[config.mk]
export PLATFORM = sky130hd
export DESIGN_NAME = hs32_intctl
export DESIGN_NICKNAME = d
export VERILOG_FILES = /design/src/rtl/hs32_intctl.sv
export SDC_FILE = /design/constraint.sdc
export NUM_CORES = 2
export LEC_CHECK = 0
export CAP_MARGIN = 0
export CORE_MARGIN = 2
export CORE_UTILIZATION = 60
export CTS_CLUSTER_DIAMETER = 200
export DETAILED_ROUTE_END_ITERATION = 7
export PLACE_DENSITY = 0.78
export SLEW_MARGIN = 10
export SYNTH_ARGS = -nofsm -noshare
export SYNTH_HDL_FRONTEND = slang
export SYNTH_SLANG_ARGS = --single-unit
[constraint.sdc]
create_clock -name i_clk -period 37.9 [get_ports i_clk]
set_input_delay 5.685 -clock i_clk [delete_from_list [all_inputs] [get_ports i_clk]]
set_output_delay 5.685 -clock i_clk [all_outputs]
set_load 0.01 [all_outputs]
[src/rtl/hs32_intctl.sv]
// hs32 interrupt controller: latches 24 edge-detected lines, requests the highest-priority
// enabled one with its handler address and holds it until iack. Option: HS32_INTCTL_LEVEL_EN (level-mode lines).
module hs32_intctl #(
  parameter int NLINES = 24
) (
  input  logic              i_clk,
  input  logic              reset,
  input  logic [NLINES-1:0] irq_core,
  input  logic [NLINES-1:0] irq_ext,
  input  logic              nmi_in,
  input  logic              iack,
  output logic              intrq,
  output logic [4:0]        vec,
  output logic [31:0]       handler,
  output logic              nmi,
  input  logic              cfg_stb,
  input  logic              cfg_rw,
  input  logic [4:0]        cfg_addr,
  input  logic [31:0]       cfg_din,
  output logic [31:0]       cfg_dout,
  output logic              cfg_ack
);

  localparam logic [4:0]        A_ENABLE  = 5'd24;
  localparam logic [4:0]        A_PENDING = 5'd25;
  localparam logic [4:0]        A_STATUS  = 5'd26;
  localparam logic [4:0]        A_TRIG    = 5'd27;
  localparam logic [NLINES-1:0] LINE0     = {{(NLINES-1){1'b0}}, 1'b1};

  typedef enum logic {S_IDLE, S_REQ} state_t;

  state_t            r_state;
  logic              r_intrq;
  logic              r_nmi;
  logic [4:0]        r_vec;
  logic [31:0]       r_handler;
  logic [NLINES-1:0] r_src;
  logic [NLINES-1:0] r_src_prev;
  logic              r_armed;
  logic [NLINES-1:0] r_pending;
  logic [NLINES-1:0] r_enable;
  logic [31:0]       r_table [NLINES];
  logic              r_cfg_ack;
  logic [31:0]       r_cfg_dout;

  logic [NLINES-1:0] w_src;
  logic [NLINES-1:0] w_set;
  logic [NLINES-1:0] w_w1c;
  logic [NLINES-1:0] w_iack_clr;
  logic [NLINES-1:0] w_elig;
  logic [4:0]        w_idx;
  logic              w_any;
  logic              w_wr;
  logic [31:0]       w_rdata;

  assign w_src = irq_core | irq_ext | (nmi_in ? LINE0 : '0);
  assign w_wr  = cfg_stb & cfg_rw;

  // First sample after reset only seeds the history, so a line already high is not an edge.
  always_ff @(posedge i_clk or posedge reset) begin
    if (reset) begin
      r_src      <= '0;
      r_src_prev <= '0;
      r_armed    <= 1'b0;
    end else begin
      r_src      <= w_src;
      r_src_prev <= r_armed ? r_src : w_src;
      r_armed    <= 1'b1;
    end
  end

`ifdef HS32_INTCTL_LEVEL_EN
  logic [NLINES-1:0] r_trig;
  assign w_set = (r_src & ~r_src_prev) | (r_src & r_trig & ~LINE0);
`else
  assign w_set = r_src & ~r_src_prev;
`endif

  assign w_w1c      = (w_wr && cfg_addr == A_PENDING) ? cfg_din[NLINES-1:0] : '0;
  assign w_iack_clr = (r_state == S_REQ && iack) ? (LINE0 << r_vec) : '0;

  always_ff @(posedge i_clk or posedge reset) begin
    if (reset) r_pending <= '0;
    else       r_pending <= (r_pending & ~(w_w1c | w_iack_clr)) | w_set;
  end

  assign w_elig = r_pending & (r_enable | LINE0);
  assign w_any  = |w_elig;

  always_comb begin
    w_idx = 5'd0;
    for (int i = NLINES - 1; i >= 0; i--)
      if (w_elig[i]) w_idx = 5'(i);
  end

  always_comb begin
    w_rdata = 32'd0;
    if (cfg_addr < 5'(NLINES)) begin
      w_rdata = r_table[cfg_addr];
    end else begin
      case (cfg_addr)
        A_ENABLE:  w_rdata = {{(32-NLINES){1'b0}}, r_enable};
        A_PENDING: w_rdata = {{(32-NLINES){1'b0}}, r_pending};
        A_STATUS:  w_rdata = {r_intrq, 26'd0, r_vec};
`ifdef HS32_INTCTL_LEVEL_EN
        A_TRIG:    w_rdata = {{(32-NLINES){1'b0}}, r_trig};
`endif
        default:   w_rdata = 32'd0;
      endcase
    end
  end

  always_ff @(posedge i_clk or posedge reset) begin
    if (reset) begin
      r_enable   <= '0;
      r_cfg_ack  <= 1'b0;
      r_cfg_dout <= 32'd0;
`ifdef HS32_INTCTL_LEVEL_EN
      r_trig     <= '0;
`endif
      for (int i = 0; i < NLINES; i++) r_table[i] <= 32'd0;
    end else begin
      r_cfg_ack <= cfg_stb;
      if (cfg_stb) r_cfg_dout <= w_rdata;
      if (w_wr) begin
        if (cfg_addr < 5'(NLINES)) r_table[cfg_addr] <= cfg_din;
        if (cfg_addr == A_ENABLE)  r_enable <= cfg_din[NLINES-1:0];
`ifdef HS32_INTCTL_LEVEL_EN
        if (cfg_addr == A_TRIG)    r_trig <= cfg_din[NLINES-1:0];
`endif
      end
    end
  end

  // Request outputs are captured once in IDLE and frozen in REQ regardless of config writes.
  always_ff @(posedge i_clk or posedge reset) begin
    if (reset) begin
      r_state   <= S_IDLE;
      r_intrq   <= 1'b0;
      r_nmi     <= 1'b0;
      r_vec     <= 5'd0;
      r_handler <= 32'd0;
    end else begin
      case (r_state)
        S_IDLE: if (w_any) begin
          r_vec     <= w_idx;
          r_handler <= r_table[w_idx];
          r_nmi     <= (w_idx == 5'd0);
          r_intrq   <= 1'b1;
          r_state   <= S_REQ;
        end
        S_REQ: if (iack) begin
          r_intrq <= 1'b0;
          r_nmi   <= 1'b0;
          r_state <= S_IDLE;
        end
      endcase
    end
  end

  assign intrq    = r_intrq;
  assign nmi      = r_nmi;
  assign vec      = r_vec;
  assign handler  = r_handler;
  assign cfg_ack  = r_cfg_ack;
  assign cfg_dout = r_cfg_dout;

endmodule

==> out/results.ini <==
[run_status]
status = complete, but fails checks
violations = design-rule violations

[pwr]
cell_internal_pwr_w = 0.00207
sequentialPowerShare_pct = 38.9
vdd_ir_drop_max_mv = 0.0484
power.net_switching_w = 0.00114
pwr-share-comb_pct = 30.6
p_sw_share_pct = 35.6
p_per_area_nw_per_um2 = 59.6
leakagePower_nw = 25.1
clkPwrFrac_pct = 30.6

[timing]
setup_ws_ps = 28760
rsz0062_at_grt = no
setup_viol = 0
slew_violations = 0
slew_headroom_pct = 7.93
layout_min_cycle_time_ps = 9140
holdWs_ps = 415
tightest_slew_ps = 1380
fin_worst_skew_ps = 26.1
finalHoldViolCount = 0
fin_tns_setup_ps = 0
fmax_mhz = 109
period_share_pct = 24.1

[synthesis]
syn_area_per_cell_um2 = 12.9
seq_area_frac_synth_pct = 48.6
synth_cells = 3731
syn-num-nets = 3822
async_flop_share_pct = 100
ys.flop_type = dfrtp_1
synth_seq_cells = 938
synth-edff-count = 0
synth_cell_types = 63
synth_area_leaders = dfrtp_1, mux2_2, mux4_2
netlist_area_um2 = 48300
yosys.area.top_type_share_pct = 48.6
yosys_warnings = 0
synth_top_cell_by_area = dfrtp_1

[die]
ios = 163
dieWidth_um = 288
core_area_um2 = 80200
std_cell_rows = 104
start_util_pct = 60.2
chipHeight_um = 288
die-area_um2 = 82800

[cts]
hold_buffers = 0
cts_tree = done
clockBufferDepth = 3
path_clk_slew_ps = 60
cts_sinks = 938
post_cts_resize_count = 0
post_cts_buffers = 0
htree_num_levels = 3
cts_root_buffer = clkbuf_16
cts_buffers = 95
clock_latency_ps = 690

[grt]
gr-total-overflow = 0
grt_pass1_vias = 35900
antenna_found_initial = 4
grt_start_max_net_pins = 176
grt_pass1_wl_um = 236000
grt_use_total_pct = 39.0

[drt]
via_per_inst = 7.46
ant_nets = 0
first_pass_iters = 8
wirelength_um = 162000
drc = 1
wl_per_cell_um = 33.3
dr_total_vias = 36200
dr.first_iter.drc_count = 4849

[min_path]
hold_class = flip-flop to flip-flop
worstHoldStart = r_src_prev[11]

[placed_design]
port_buffers = 162
gp_congestion = 0.872
place_hpwl_um = 88700
dp_slack_ps = 28010

[layout]
final_common_cell = dfrtp_1
fin_util_pct = 67.3
final_cell_mix = dfrtp_1, mux2_2, mux2i_1, nand2_1, mux4_2
area_growth_pct = 11.6
n_fill_cell = 5688
multi_input_area_um2 = 23500
regArea_um2 = 23500
final_layout_size_suffix_gt1_share_pct = 35.2
nets = 3800

[critical_path]
path_class = primary input to flip-flop
regToRegStartpoint = r_pending[7]
start_kind = primary input
reg2reg_setup_slack_ps = 32620
critPathRequiredTime_ps = 38420
setup.worst_path.end_class = flip-flop
crit_fanout = 52
cp_data_arrival_time_ps = 9660
cp-startpoint = cfg_addr[0]

[job]
maxCapViolCount = 0

[power groups by stage]
| stage | clock [W] | sequential, W | combinational [W] |
|---|---|---|---|
| floorplan | 0 | 0.00122 | 0.000609 |
| global placement | 0 | 0.00125 | 0.000927 |
| detailed placement | 0 | 0.00126 | 0.000943 |
| CTS | 0.000985 | 0.00124 | 0.000950 |
| global route | 0.00103 | 0.00126 | 0.00101 |
| finish | 0.000982 | 0.00125 | 0.000982 |
[Yosys cell counts, types with 47 or more instances]
cell	count
a311oi_1	47
mux2i_1	233
a22oi_1	72
o21ai_0	77
mux4_2	192
nand3_1	69
mux2_2	821
clkbuf_1	201
o211ai_1	47
and3_1	95
a211oi_1	72
dfrtp_1	938
buf_1	96
nand2_1	238
[worst paths after layout]
path,to,depth (start not counted)
min in group asynchronous,r_table[415],2
hold / removal,r_pending[11],1
setup / recovery,cfg_dout[11],8
max in group asynchronous,r_table[251],5
hold reg to reg,r_pending[11],1
setup reg to reg,handler[8],10
[critical path: stages]
cell,delay [ps]
buf_8,410
buf_4,840
buf_4,810
mux4_2,610
a22o_1,250
a221o_1,260
a221oi_1,480
o221ai_1,180
[cells by family after synthesis]
family / after synthesis / synth area share [%]
multiplexers: 1254 / 33.1
flip-flops: 938 / 48.6
AND/OR/NAND/NOR: 577 / 6.00
AO/OA/AOI/OAI: 571 / 8.96
buffers and inverters: 390 / 3.30
other: 1 / 0.00777
[per-stage QoR]
stage | power [W] | instance area (um2) | std cells
final | 0.00322 | 53900 | 4851
after global routing | 0.00330 | 53900 | 4847
after CTS | 0.00318 | 53900 | 4846
after detailed placement | 0.00220 | 50700 | 4672
after global placement | 0.00218 | 50700 | 4672
after floorplan | 0.00183 | 48300 | 3731
[registers in the layout (all words and copies together), names as in the netlist, 5 cells and up]
signal and cells:
r_pending 24, handler 32, r_src 24, vec 5
r_src_prev 24, r_table 768, cfg_dout 32, r_enable 24
[metal layers]
layer	vias to the layer above	global-route usage (%)	routed length, um
li1	14200	-	-
met1	18500	49.7	57600
met2	2707	59.6	73400
met3	754	10.3	19100
met5	-	0	0
met4	0	24.3	11400
[final cells by class]
class                   count  share of cell area, %
diodes                      5                 0.0232
multi-input cells        2403                   43.6
well taps                1060                   2.46
repair buffers            237                   4.13
flip-flops and latches    938                   43.5
clock inverters            39                  0.845
inverters                  34                  0.251
clock buffers             135                   5.16
(Power assumes the default switching activity.)
